$ cat src/rtl/button_debouncer.sv
// button_debouncer
//   Cleans up the raw board buttons and slide switches before they reach the
//   ALU operand/opcode loader. Each button is synchronized, debounced and
//   turned into a single-cycle press pulse. The switch bus is synchronized,
//   and a snapshot of it is taken on every press so the loader can use it as
//   load data in the same cycle as the pulse.
//
// Parameters
//   N_BTN     number of push buttons (bit 0 = load A, 1 = load B, 2 = load Op)
//   SW_W      switch bus width
//   DEBOUNCE  mclk cycles a synchronized input must differ from the stable
//             level before it is accepted (minimum 2)
//
// Ports
//   mclk       in   system clock, rising edge
//   rst_n      in   asynchronous active-low reset
//   btn_raw    in   raw push-button pins, active high, asynchronous to mclk
//   switch     in   raw slide-switch pins, asynchronous to mclk
//   btn_level  out  debounced stable level per button
//   btn_pulse  out  one-cycle pulse on each debounced 0->1 transition
//   sw_sync    out  switch bus after a 2-FF synchronizer
//   sw_snap    out  sw_sync captured on the edge that raises any btn_pulse bit

module button_debouncer #(
  parameter int N_BTN    = 3,
  parameter int SW_W     = 8,
  parameter int DEBOUNCE = 500000
) (
  input  logic             mclk,
  input  logic             rst_n,
  input  logic [N_BTN-1:0] btn_raw,
  input  logic [SW_W-1:0]  switch,
  output logic [N_BTN-1:0] btn_level,
  output logic [N_BTN-1:0] btn_pulse,
  output logic [SW_W-1:0]  sw_sync,
  output logic [SW_W-1:0]  sw_snap
);

  localparam int CNT_W = (DEBOUNCE > 1) ? $clog2(DEBOUNCE) : 1;
  localparam logic [CNT_W-1:0] CNT_MAX = CNT_W'(DEBOUNCE - 1);

  logic [N_BTN-1:0]            btn_s1;
  logic [N_BTN-1:0]            btn_s2;
  logic [SW_W-1:0]             sw_s1;
  logic [N_BTN-1:0][CNT_W-1:0] cnt;
  logic [N_BTN-1:0][CNT_W-1:0] cnt_next;
  logic [N_BTN-1:0]            level_next;
  logic [N_BTN-1:0]            pulse_next;

  // Two-flop synchronizers for both the buttons and the switch bus.
  always_ff @(posedge mclk or negedge rst_n) begin
    if (!rst_n) begin
      btn_s1  <= '0;
      btn_s2  <= '0;
      sw_s1   <= '0;
      sw_sync <= '0;
    end else begin
      btn_s1  <= btn_raw;
      btn_s2  <= btn_s1;
      sw_s1   <= switch;
      sw_sync <= sw_s1;
    end
  end

  // Per-button debounce. The counter only runs while the synchronized input
  // disagrees with the accepted level; any agreement restarts it, so a bounce
  // shorter than DEBOUNCE cycles is rejected. The DEBOUNCE-1 compare bounds
  // the counter so it can never wrap.
  always_comb begin
    level_next = btn_level;
    cnt_next   = cnt;
    for (int i = 0; i < N_BTN; i++) begin
      if (btn_s2[i] == btn_level[i]) begin
        cnt_next[i] = '0;
      end else if (cnt[i] == CNT_MAX) begin
        level_next[i] = btn_s2[i];
        cnt_next[i]   = '0;
      end else begin
        cnt_next[i] = cnt[i] + CNT_W'(1);
      end
    end
    pulse_next = level_next & ~btn_level;
  end

  // Registered level, pulse and switch snapshot. The pulse is derived from
  // the next level so it rises together with btn_level; one snapshot serves
  // every button that pulses on the same edge.
  always_ff @(posedge mclk or negedge rst_n) begin
    if (!rst_n) begin
      cnt       <= '0;
      btn_level <= '0;
      btn_pulse <= '0;
      sw_snap   <= '0;
    end else begin
      cnt       <= cnt_next;
      btn_level <= level_next;
      btn_pulse <= pulse_next;
      if (|pulse_next) begin
        sw_snap <= sw_sync;
      end
    end
  end

endmodule

$ cat config.mk
export PLATFORM = sky130hd
export DESIGN_NAME = button_debouncer
export DESIGN_NICKNAME = d
export VERILOG_FILES = /design/src/rtl/button_debouncer.sv
export SDC_FILE = /design/constraint.sdc
export NUM_CORES = 1
export LEC_CHECK = 0
export ABC_AREA = 1
export BUFFER_PORTS_ARGS = -buffer_cell sky130_fd_sc_hd__buf_4
export CAP_MARGIN = 5
export CORE_UTILIZATION = 50
export CTS_CLUSTER_DIAMETER = 120
export DETAILED_ROUTE_END_ITERATION = 8
export GPL_TIMING_DRIVEN = 0
export PLACE_DENSITY_LB_ADDON = 0.12
export SYNTH_ARGS = -nofsm -noshare
export SYNTH_HDL_FRONTEND = slang
export SYNTH_SLANG_ARGS = --single-unit
$ cat constraint.sdc
create_clock -name mclk -period 1.8 [get_ports mclk]
set_clock_uncertainty 0.1 [all_clocks]
set_input_delay 0.18 -clock mclk [delete_from_list [all_inputs] [get_ports mclk]]
set_output_delay 0.18 -clock mclk [all_outputs]
set_load 0.005 [all_outputs]
* Word level (Yosys, flattened, before mapping)
Index checks and enable logic that the tools add are counted. W data, S select, Z words.
Storage, ports and cells: register bits after elaboration 93, bits of input ports 13, output and inout port bits 22, word-level logic and storage cells 34
Operators by class: $add $sub $neg 3, eq/ne operators 6, multiplexer cells 12, bitwise gates (word level) 2, reductions and logical operators 1
Operators with widths (number):
- $mux W19 | 6
- $add A19 B1 Y19 const B | 3
- $eq A19 B19 Y1 const B | 3
- $mux W1 | 6
- $and A3 B3 Y3 | 1
- $eq A1 B1 Y1 | 3
- $not A3 Y3 | 1
- $reduce_or A3 Y1 | 1

* Depth between registers and ports, before layout
depth after elaboration 5, mapped depth 10, depth with buffers taken out 10

* Worst setup path before layout
OpenSTA, ideal clock, no wires.
path kind reg-to-reg, start reg cnt[19] in the netlist's numbering, end reg sw_snap[0], library setup time 0.113 ns, data arrival time 1.450 ns, data required time 1.587 ns, slack 0.137 ns, cell stages (with the launch flop) 11, path buffers 0, clock period less this slack 1.663 ns, cell sequence dfrtp_1 -> ha_1 -> nand3_4 -> clkinv_1 -> nand2_1 -> nor2_2 -> nand3_4 -> nand3_4 -> nand2_1 -> nand2_1 -> inv_1
On the way: word-level cells in the longest chain between the ends 5
Ends and longest elaborated chain:
- start: declaration | line 45 | logic [N_BTN-1:0][CNT_W-1:0] cnt;
- start signal: assignment | line 95 | cnt <= cnt_next;
- $eq A19 B19 Y1 | line 75 | end else if (cnt[i] == CNT_MAX) begin
- $mux W1 | line 75
- $mux W1 | line 73 | if (btn_s2[i] == btn_level[i]) begin
- $and A3 B3 Y3 | line 82 | pulse_next = level_next & ~btn_level;
- $reduce_or A3 Y1 | line 98 | if (|pulse_next) begin
- end signal: assignment | line 99 | sw_snap <= sw_sync;
- end: declaration | line 36 | output logic [SW_W-1:0] sw_snap
Every way passes these cells. A chain may end at the register's enable or synchronous reset.

==> impl_metrics.xml <==
<?xml version="1.0" encoding="UTF-8"?>
<metrics>
  <group name="status">
    <metric name="result_of_the_run" unit="">complete, no violations</metric>
  </group>
  <group name="clock_network">
    <metric name="cts_htree_levels" unit="">3</metric>
    <metric name="clockBufferDepth" unit="">2</metric>
    <metric name="cts_tree" unit="">done</metric>
    <metric name="tritoncts_num_sinks" unit="">93</metric>
    <metric name="clock_tree.root_cell" unit="">clkbuf_8</metric>
    <metric name="clkSlewWorstSetupHoldPaths" unit="ns">0.11</metric>
    <metric name="cts_buffers" unit="">9</metric>
    <metric name="worstSkewPairLatency" unit="ns">0.37</metric>
  </group>
  <group name="power_and_ir_drop">
    <metric name="p_per_area" unit="mW/mm^2">663.1</metric>
    <metric name="cellLeakagePower" unit="nW">2.542</metric>
    <metric name="max-vdd-ir-drop" unit="uV">424.7</metric>
    <metric name="finalPower" unit="mW">3.720</metric>
  </group>
  <group name="global_routing">
    <metric name="grt_pass1_wl" unit="um">16840</metric>
    <metric name="maximum_number_of_pins_on_one_net_before_global_route_repair" unit="">94</metric>
    <metric name="via_count_of_the_first_global_routing_pass" unit="">3697</metric>
    <metric name="globalRouteOverflowTotal" unit="">0</metric>
    <metric name="grt_antenna_before_repair" unit="">0</metric>
    <metric name="grt_usage" unit="">0.2168</metric>
  </group>
  <group name="route">
    <metric name="detail_route.first_pass.iterations" unit="">5</metric>
    <metric name="uppermost_metal_layer_occupied_by_signal_nets" unit="">met4</metric>
    <metric name="routedLengthMet1" unit="um">4549</metric>
    <metric name="detailed_router_s_first_iteration_violation_count" unit="">183</metric>
    <metric name="drc" unit="">0</metric>
    <metric name="ant_nets" unit="">0</metric>
    <metric name="route.met2.wl" unit="um">4771</metric>
    <metric name="via_count" unit="">3894</metric>
    <metric name="drt-total-wl" unit="um">9868</metric>
    <metric name="total_met3_wirelength_after_detailed_routing" unit="um">379</metric>
    <metric name="vias_per_cell" unit="">5.178</metric>
    <metric name="routedWlPerCell" unit="um">13.12</metric>
  </group>
  <group name="place">
    <metric name="placed_cells_incl_taps" unit="">708</metric>
    <metric name="place.detailed.hpwl" unit="um">6902</metric>
    <metric name="dp_slack" unit="ns">-0.1177</metric>
    <metric name="placement.cell_area" unit="mm^2">0.005062</metric>
    <metric name="routabilityCongestion" unit="">0.9272</metric>
    <metric name="io_buffers" unit="">34</metric>
  </group>
  <group name="timing">
    <metric name="finalHoldViolCount" unit="">0</metric>
    <metric name="fin_crit_sh" unit="">0.9496</metric>
    <metric name="worst-slew-pin-transition" unit="ns">1.146</metric>
    <metric name="drv_slew" unit="">0</metric>
    <metric name="finalSetupViolCount" unit="">0</metric>
    <metric name="fin_worst_hold_slack" unit="ns">0.2469</metric>
    <metric name="timing.final.crit_period" unit="ns">1.709</metric>
    <metric name="unrepaired_setup_endpoints_after_global_routing" unit="">yes</metric>
    <metric name="worst_slack" unit="ns">0.09076</metric>
    <metric name="max_freq" unit="MHz">585.1</metric>
    <metric name="timing.slew.headroom" unit="">0.2363</metric>
  </group>
  <group name="cells_and_area">
    <metric name="finish.cell_count_without_fillers" unit="">752</metric>
    <metric name="final_design_area_no_fill" unit="mm^2">0.005609</metric>
    <metric name="layout.cells.most_common_list" unit="">nand2_1 (107), nor2_1 (98), dfrtp_1 (92), inv_1 (78), buf_4 (49)</metric>
    <metric name="layout.cells.most_common" unit="">nand2_1</metric>
    <metric name="antenna-diode-count" unit="">0</metric>
    <metric name="drive_above_1_share" unit="">0.1739</metric>
    <metric name="areaGrowthSynthToFinish" unit="%">20.06</metric>
    <metric name="num-fill-cells" unit="">751</metric>
    <metric name="layout.nets" unit="">655</metric>
  </group>
  <group name="run">
    <metric name="timing.max_cap.violations" unit="">0</metric>
  </group>
  <group name="yosys">
    <metric name="postSynthAreaPerCell" unit="um^2">8.254</metric>
    <metric name="syn-instance-count" unit="">566</metric>
    <metric name="sequential_area_share_after_synthesis" unit="">0.4981</metric>
    <metric name="postSynthNetCount" unit="">582</metric>
    <metric name="synth_seq_cells" unit="">93</metric>
    <metric name="netlist-cell-type-count" unit="">36</metric>
    <metric name="synth.yosys.warnings" unit="">0</metric>
    <metric name="synth.cell_area" unit="mm^2">0.004672</metric>
  </group>
  <group name="setup_path">
    <metric name="start_kind" unit="">flip-flop</metric>
    <metric name="r2r_setup_slack" unit="ns">0.09</metric>
    <metric name="critical_path_arrival" unit="ns">1.90</metric>
    <metric name="worst_ep_required_time" unit="ns">2.00</metric>
    <metric name="crit_path_max_fanout" unit="">5</metric>
    <metric name="worst-setup-path-type" unit="">reg -&gt; reg</metric>
    <metric name="worst_setup_path_end_kind" unit="">flip-flop</metric>
  </group>
  <group name="floorplan">
    <metric name="die_outline_width" unit="um">98.67</metric>
    <metric name="core_area" unit="mm^2">0.008891</metric>
    <metric name="floorplan.rows" unit="">34</metric>
    <metric name="initial_utilization" unit="">0.5255</metric>
    <metric name="dieHeight" unit="um">98.67</metric>
    <metric name="die_area" unit="mm^2">0.009735</metric>
    <metric name="ioPinCount" unit="">35</metric>
  </group>
  <group name="hold_path">
    <metric name="timing.hold.worst.class" unit="">reg -&gt; reg</metric>
  </group>
</metrics>
[path summary, 6_finish.rpt]
path,cells past startpoint,to,startpoint
max,9,cnt[46]$_DFF_PN0_,cnt[39]$_DFF_PN0_
min,0,sw_sync[5]$_DFF_PN0_,sw_s1[5]$_DFF_PN0_
max reg2reg,9,cnt[46]$_DFF_PN0_,cnt[39]$_DFF_PN0_
min reg2reg,0,sw_sync[5]$_DFF_PN0_,sw_s1[5]$_DFF_PN0_
max in group asynchronous,2,cnt[19]$_DFF_PN0_,rst_n
min in group asynchronous,2,cnt[33]$_DFF_PN0_,rst_n
[power by group]
| part | switching [mW] | total, mW | internal, mW |
|---|---|---|---|
| logic | 0.104 | 0.187 | 0.0827 |
| registers | 0.0330 | 2.16 | 2.13 |
| clock network | 0.827 | 1.37 | 0.543 |
[flip-flops by register name, summed over array words and instances (netlist names)]
register and count:
sw_s1 8, sw_sync 8, sw_snap 8, btn_level 3, btn_s1 3, btn_pulse 3
cnt 57, btn_s2 3
[repair_timing]
| item | 4_1_cts | 5_1_grt |
|---|---|---|
| hold buffers | 12 | 0 |
| resized for setup | 5 | 15 |
| setup endpoints to repair | 20 | 35 |
| hold endpoints to repair | 98 | 0 |
| pin swaps | 1 | 9 |
| buffers inserted | 3 | 12 |
| cloned | 0 | 1 |
[through the flow]
step	setup TNS, ns	utilization
floorplan	0	-
global placement	-0.7406	0.5694
detailed placement	-1.327	0.5694
CTS	0	0.6109
global route	-0.03361	0.6309
finish	0	0.6309
[layer usage]
layer	vias up	track usage
met5	-	0
met1	1830	0.2922
met2	89	0.3462
met4	0	0.09300
li1	1959	-
met3	16	0.03972
[cells by family after synthesis]
kind of cell    after synthesis  synth area share
compound gates               29           0.03294
xor+xnor                     25           0.04687
fa+ha+maj                     3          0.008035
buf+inv                      87           0.07177
flops                        93            0.4981
simple gates                329            0.3423
[cell type report]
type                       count  area (um^2)  area share
timing repair buffer          62        518.0     0.09235
tap                          108        135.1     0.02409
inverter                      83        311.5     0.05554
buffer                         4        23.77    0.004238
clock buffer                   9        123.9     0.02208
sequential                    93         2328      0.4151
clock inverter                 7        71.32     0.01271
multi-input combinational    386         2097      0.3739
[synth_stat cells]
cell	n	area, um^2
nor3b_1	4	30.03
and3_1	1	6.260
a31oi_1	2	12.51
buf_2	1	5.000
o21ai_0	12	60.06
nor2_4	1	11.26
nand2_2	3	18.77
nand3_2	1	10.01
nand2_1	108	405.4
ha_1	3	37.54
o21ai_1	1	5.000
xnor2_1	3	26.28
nand3b_1	2	15.01
nor3_4	2	32.53
nand3_1	30	150.1
clkinv_1	1	3.750
xor2_1	22	192.7
nor3_2	4	40.04
nor2_1	101	379.1
nor3b_2	1	12.51
buf_4	2	15.01
or2_2	1	6.260
a31o_2	1	8.760
nand2_4	2	22.52
nor3_1	21	105.1
clkbuf_1	1	3.750
o21a_1	1	7.510
nand4_1	29	181.4
nand3_4	4	70.07
a21oi_1	12	60.06
inv_2	4	15.01
nand4_4	1	21.27
nor4_1	6	37.54
dfrtp_1	93	2327
nor2_2	7	43.79
inv_1	78	292.8
[worst max-delay path, stage by stage (launching register included)]
cell and delay (ns):
dfrtp_1 0.44, ha_4 0.19, nand2_2 0.11, inv_2 0.05
nand2_2 0.09, nor2_4 0.05, a21oi_2 0.20, buf_2 0.21
o21ai_0 0.10, nor2_1 0.12
Note: power is estimated with default switching activity, not from simulation.
